## src/rtl/scan_pkg.sv

```systemverilog
// Shared definitions for the scan test sequencer: state encoding, counter width
// and default core dimensions.
package scan_pkg;

  localparam int unsigned FailCntW    = 8;
  localparam int unsigned DefChainLen = 3;
  localparam int unsigned DefNpi      = 4;
  localparam int unsigned DefNpo      = 1;

  typedef enum logic [2:0] {
    StIdle,
    StLoad,
    StCapt,
    StUnload,
    StDone
  } scan_state_e;

endpackage

```

## src/rtl/scan_bit_counter.sv

```systemverilog
// Down-counter timing one pass over the scan chain; loads CHAIN_LEN-1 and flags zero.
module scan_bit_counter #(
  parameter int unsigned CHAIN_LEN = 3
) (
  input  logic clk_i,
  input  logic rst_i,
  input  logic load_i,
  input  logic en_i,
  output logic tc_o
);

  localparam int unsigned CntW = (CHAIN_LEN > 1) ? $clog2(CHAIN_LEN) : 1;
  localparam logic [CntW-1:0] LoadVal = CntW'(CHAIN_LEN - 1);

  logic [CntW-1:0] cnt_d, cnt_q;

  always_comb begin
    cnt_d = cnt_q;
    if (load_i) begin
      cnt_d = LoadVal;
    end else if (en_i && (cnt_q != '0)) begin
      cnt_d = cnt_q - CntW'(1);
    end
  end

  always_ff @(posedge clk_i) begin
    if (rst_i) begin
      cnt_q <= '0;
    end else begin
      cnt_q <= cnt_d;
    end
  end

  assign tc_o = (cnt_q == '0);

endmodule

```

## src/rtl/scan_test_ctrl.sv

```systemverilog
// Runs one scan test per START: shift load, single capture, shift unload, then
// compares the unloaded state and captured outputs against the expected values.
module scan_test_ctrl
  import scan_pkg::*;
#(
  parameter int unsigned CHAIN_LEN = DefChainLen,
  parameter int unsigned NPI       = DefNpi,
  parameter int unsigned NPO       = DefNpo
) (
  input  logic                 CK,
  input  logic                 RST,
  input  logic                 START,
  input  logic [CHAIN_LEN-1:0] PAT,
  input  logic [NPI-1:0]       PI_VEC,
  input  logic [CHAIN_LEN-1:0] EXP_RESP,
  input  logic [NPO-1:0]       EXP_PO,
  input  logic                 SO,
  input  logic [NPO-1:0]       PO,
  output logic                 SE,
  output logic                 SI,
  output logic [NPI-1:0]       PI_OUT,
  output logic                 BUSY,
  output logic                 DONE,
  output logic                 PASS,
  output logic [CHAIN_LEN-1:0] RESP,
  output logic [NPO-1:0]       PO_CAP,
  output logic [FailCntW-1:0]  FAIL_CNT
);

  scan_state_e state_d, state_q;

  logic                 se_d, se_q;
  logic                 si_d, si_q;
  logic                 busy_d, busy_q;
  logic                 done_d, done_q;
  logic                 pass_d, pass_q;
  logic [NPI-1:0]       pi_out_d, pi_out_q;
  logic [CHAIN_LEN-1:0] pat_d, pat_q;
  logic [CHAIN_LEN-1:0] exp_resp_d, exp_resp_q;
  logic [NPO-1:0]       exp_po_d, exp_po_q;
  logic [CHAIN_LEN-1:0] resp_d, resp_q;
  logic [NPO-1:0]       po_cap_d, po_cap_q;
  logic [FailCntW-1:0]  fail_cnt_d, fail_cnt_q;

  logic cnt_load, cnt_en, cnt_tc;

  scan_bit_counter #(
    .CHAIN_LEN (CHAIN_LEN)
  ) u_bit_counter (
    .clk_i  (CK),
    .rst_i  (RST),
    .load_i (cnt_load),
    .en_i   (cnt_en),
    .tc_o   (cnt_tc)
  );

  always_comb begin
    state_d    = state_q;
    se_d       = 1'b0;
    si_d       = 1'b0;
    busy_d     = busy_q;
    done_d     = 1'b0;
    pass_d     = pass_q;
    pi_out_d   = pi_out_q;
    pat_d      = pat_q;
    exp_resp_d = exp_resp_q;
    exp_po_d   = exp_po_q;
    resp_d     = resp_q;
    po_cap_d   = po_cap_q;
    fail_cnt_d = fail_cnt_q;
    cnt_load   = 1'b0;
    cnt_en     = 1'b0;

    unique case (state_q)
      StIdle: begin
        if (START) begin
          // The MSB goes out on SI straight away; the rest is queued in pat_q.
          pi_out_d   = PI_VEC;
          pat_d      = PAT << 1;
          exp_resp_d = EXP_RESP;
          exp_po_d   = EXP_PO;
          se_d       = 1'b1;
          si_d       = PAT[CHAIN_LEN-1];
          busy_d     = 1'b1;
          cnt_load   = 1'b1;
          state_d    = StLoad;
        end
      end
      StLoad: begin
        cnt_en = 1'b1;
        if (cnt_tc) begin
          state_d = StCapt;
        end else begin
          se_d  = 1'b1;
          si_d  = pat_q[CHAIN_LEN-1];
          pat_d = pat_q << 1;
        end
      end
      StCapt: begin
        po_cap_d = PO;
        se_d     = 1'b1;
        cnt_load = 1'b1;
        state_d  = StUnload;
      end
      StUnload: begin
        cnt_en = 1'b1;
        resp_d = (resp_q << 1) | CHAIN_LEN'(SO);
        if (cnt_tc) begin
          // Compare against resp_d so the final sample taken on this edge counts.
          pass_d  = (resp_d == exp_resp_q) && (po_cap_q == exp_po_q);
          done_d  = 1'b1;
          state_d = StDone;
          if (!pass_d && (fail_cnt_q != '1)) begin
            fail_cnt_d = fail_cnt_q + FailCntW'(1);
          end
        end else begin
          se_d = 1'b1;
        end
      end
      StDone: begin
        busy_d  = 1'b0;
        state_d = StIdle;
      end
      default: begin
        state_d = StIdle;
      end
    endcase
  end

  always_ff @(posedge CK) begin
    if (RST) begin
      state_q    <= StIdle;
      se_q       <= 1'b0;
      si_q       <= 1'b0;
      busy_q     <= 1'b0;
      done_q     <= 1'b0;
      pass_q     <= 1'b0;
      pi_out_q   <= '0;
      pat_q      <= '0;
      exp_resp_q <= '0;
      exp_po_q   <= '0;
      resp_q     <= '0;
      po_cap_q   <= '0;
      fail_cnt_q <= '0;
    end else begin
      state_q    <= state_d;
      se_q       <= se_d;
      si_q       <= si_d;
      busy_q     <= busy_d;
      done_q     <= done_d;
      pass_q     <= pass_d;
      pi_out_q   <= pi_out_d;
      pat_q      <= pat_d;
      exp_resp_q <= exp_resp_d;
      exp_po_q   <= exp_po_d;
      resp_q     <= resp_d;
      po_cap_q   <= po_cap_d;
      fail_cnt_q <= fail_cnt_d;
    end
  end

  assign SE       = se_q;
  assign SI       = si_q;
  assign PI_OUT   = pi_out_q;
  assign BUSY     = busy_q;
  assign DONE     = done_q;
  assign PASS     = pass_q;
  assign RESP     = resp_q;
  assign PO_CAP   = po_cap_q;
  assign FAIL_CNT = fail_cnt_q;

endmodule

```

## config.mk

```make
export PLATFORM = sky130hd
export DESIGN_NAME = scan_test_ctrl
export DESIGN_NICKNAME = d
export VERILOG_FILES = /design/src/rtl/scan_pkg.sv /design/src/rtl/scan_bit_counter.sv /design/src/rtl/scan_test_ctrl.sv
export SDC_FILE = /design/constraint.sdc
export NUM_CORES = 1
export LEC_CHECK = 0
export CORE_MARGIN = 8
export CORE_UTILIZATION = 43
export CTS_CLUSTER_SIZE = 14
export DETAILED_ROUTE_END_ITERATION = 16
export PLACE_DENSITY = 0.83
export SLEW_MARGIN = 20
export SYNTH_ARGS = -nofsm -noshare
export SYNTH_HDL_FRONTEND = slang
export SYNTH_HIERARCHICAL = 1
export SYNTH_SLANG_ARGS = --single-unit
```

## constraint.sdc

```tcl
create_clock -name CK -period 1.5 [get_ports CK]
set_input_delay 0.45 -clock CK [delete_from_list [all_inputs] [get_ports CK]]
set_output_delay 0.45 -clock CK [all_outputs]
set_load 0.1 [all_outputs]
```

==> results.cfg <==
[die]
ios = 37
rows = 21
die-area_um2 = 5400
fp.dieH_um = 73.5
core_area_um2 = 3260
die_x_um = 73.5
start_util_pct = 43.6

[clocking]
clock_sinks = 32
clk_latency_ps = 330
cts_hold_buf = 0
path_clk_slew_ps = 100
clock-root-buffer = clkbuf_4
cts_tree = built
numCtsBuffers = 5
cts_buffer_depth = 2
htreeDepth = 2

[place]
dp_hpwl_um = 2910
gp_congestion = 0.793
port_buffers = 36
dpl_worst_slack_ps = -600

[layout]
drive_above_1_share_pct = 38.4
final_nets = 228
diodes = 0
area_delta_synth_final_pct = 70.7

[sta]
final_hold_viol_count = 0
tightest_slew_ps = 428
finClkSkew_ps = 15.0
max_freq_ghz = 0.605
rsz0062_at_grt = true
finalCriticalPeriod_ps = 1650
slew_violations = 0
post-route-period-util_pct = 110
fin_tns_setup_ps = -648
fin_ws_ps = -153
slew_headroom_pct = 71.2
setup_viol = 7

[worst_hold_path]
hold_start = PI_OUT[2]$_SDFFE_PP0P_
min_path_type = reg2reg

[logic_synthesis]
ys_types = 40
syn-cell-area_um2 = 1420
ys_warn_count = 6
syn-num-nets = 175
ys_seq_area_share_pct = 45.1
synth_xor_area_share_pct = 5.28
synthArstFlopShare_pct = 0
yosys.area_share.simple_pct = 24.9
synth.mux.area_fraction_pct = 2.82
syn_area_per_cell_um2 = 9.05
syn_inst = 157
synth_top_flop_cell = dfxtp_1
synth_edf_count = 0
synth_compound_area_share_pct = 17.4
synth-adder-area-share_pct = 1.76
synth_top_family_by_area = simple AND/OR/NAND/NOR gates
synth-seq-cells = 32

[drt]
viasPerCell = 5.37
dr.pass1.iters = 4
drt_iter0_drc = 71
drtAntennaViolNets = 0
vias = 1380
wirelength_um = 3890
post-route-drc-count = 0
wl_per_cell_um = 15.1

[global_route]
grt_max_degree = 21
antenna_found_initial = 0
grt_pass1_vias = 1376
grtUsageTotal_pct = 15.1
grt_pass1_wl_um = 6300
grt-ovfl-total = 0

[power_and_ir_drop]
clkPwrFrac_pct = 26.5
ir_drop_v = 0.000868
p_comb_share_pct = 33.2
leakagePower_uw = 0.000899
p_int_uw = 1590
powerDensity_nw_per_um2 = 987
seqPwrFrac_pct = 40.3
power_switching_uw = 807
p_sw_share_pct = 33.7

[setup_path]
cp_max_fo = 4
critPathCaptureType = register
critPathLaunch = exp_resp_q[1]$_SDFFE_PP0P_
arrival_ps = 1900
worst-path-buf-inv = 1
path_class = reg2reg
critical_path_required_ps = 1750
r2r_start = exp_resp_q[1]$_SDFFE_PP0P_
cpMostUsedCell = o41ai_2
slowest_stage = o41ai_2
max_stage_delay_ps = 510
critical-path-top-delay-family = compound AO/OA/AOI/OAI gates
crit_path_start_kind = register
cp_cell_sequence = xor2_4 > o41ai_2 > buf_4 > o41ai_2 > a21oi_2

[status]
outcome = complete, but fails checks
violations = negative setup slack

[job]
cap_violations = 0
==> metal layers <==
metal	wire length, um	global-route usage [%]	part of all wire [%]	up-vias
met5	0	0	0	-
met4	157	8.65	4.0	0
met3	273	6.82	7.0	14
met2	1990	26.2	51	47
met1	1470	14.4	38	651
li1	-	-	-	668
==> sequential cells by signal (all words and copies together), names as in the netlist, 2 cells and up <==
register	cells
exp_resp_q	3
FAIL_CNT	8
PI_OUT	4
RESP	3
state_q	3
u_bit_counter/cnt_q	2
pat_q	2
==> cells in the mapped netlist (2+ instances only) <==
cell | instances | area (um^2)
nand2_1 | 23 | 86.3
ha_1 | 2 | 25.0
nor3_1 | 4 | 20.0
o21ai_0 | 4 | 20.0
nor2b_1 | 3 | 18.8
mux2i_1 | 4 | 40.0
xor2_2 | 3 | 48.8
clkbuf_1 | 6 | 22.5
xor2_1 | 2 | 17.5
or4_1 | 4 | 30.0
dfxtp_1 | 32 | 641
a211oi_1 | 2 | 15.0
nand3_1 | 3 | 15.0
or3_2 | 2 | 15.0
nor3b_1 | 2 | 15.0
o311a_1 | 2 | 20.0
nor2_1 | 12 | 45.0
a21oi_1 | 19 | 95.1
o31ai_1 | 4 | 30.0
nand4b_1 | 2 | 17.5
inv_1 | 3 | 11.3
==> final cells by class <==
type / instances / area, um^2
multi-input cells: 116 / 882
flip-flops and latches: 32 / 681
clock buffers: 6 / 41.3
clock inverters: 2 / 35.0
repair buffers: 52 / 718
well taps: 46 / 57.6
fillers: 229 / 832
inverters: 3 / 11.3
==> power by group through the flow <==
stage	clock network (uW)	logic (uW)	registers, uW
final	634	796	966
after global routing	700	846	974
after CTS	652	788	966
after detailed placement	0	764	984
after global placement	0	740	979
after floorplan	0	290	1160
==> worst reg2reg max path, delay by kind of cell, from the launching register on <==
| kind | cells | cell delay [ps] |
|---|---|---|
| buf+inv | 1 | 210 |
| xor+xnor | 1 | 230 |
| compound gates | 3 | 750 |
| flops | 1 | 380 |
==> final timing paths <==
path                              endpoint  depth (start not counted)  slack, ps
setup / recovery  FAIL_CNT[6]$_SDFFE_PP0P_                          5       -150
hold / removal      PI_OUT[2]$_SDFFE_PP0P_                          2        500
hold reg to reg     PI_OUT[2]$_SDFFE_PP0P_                          2        500
setup reg to reg  FAIL_CNT[6]$_SDFFE_PP0P_                          5       -150
==> timing repair <==
action,in CTS,in global routing
pin swaps,3,1
endpoints found under the setup margin,10,10
resized for setup,11,5
setup buffers,1,1
gates cloned,1,0
==> per-stage QoR <==
| step | utilization (%) | hold WS [ps] | power, uW | instance area (um^2) | instances |
|---|---|---|---|---|---|
| after global routing | 74.5 | 516 | 2520 | 2430 | 257 |
| after floorplan | - | 432 | 1450 | 1540 | 157 |
| after detailed placement | 69.6 | 489 | 1750 | 2270 | 246 |
| after CTS | 73.8 | 503 | 2410 | 2400 | 256 |
| after global placement | 69.6 | 442 | 1720 | 2270 | 246 |
| final | 74.5 | 500 | 2400 | 2430 | 257 |
==> logic make-up (layout without fill, tap and decap cells) <==
kind of cell	after synthesis	after routing
AND/OR/NAND/NOR	66	66
AO/OA/AOI/OAI	37	38
flip-flops	32	32
buffers and inverters	10	63
XOR/XNOR	6	6
multiplexers	4	4
adder cells (fa/ha/maj)	2	2
==> layout by cell type, fill, tap and decap left out, drive strengths merged, types with 4 or more instances in the layout <==
master	n
a21oi	19
buf	37
clkbuf	6
clkdlybuf4s50	14
dfxtp	32
mux2i	4
nand2	23
nor2	12
nor3	4
o21ai	4
o31ai	4
or4	4
xor2	5
(Power assumes the default switching activity.)
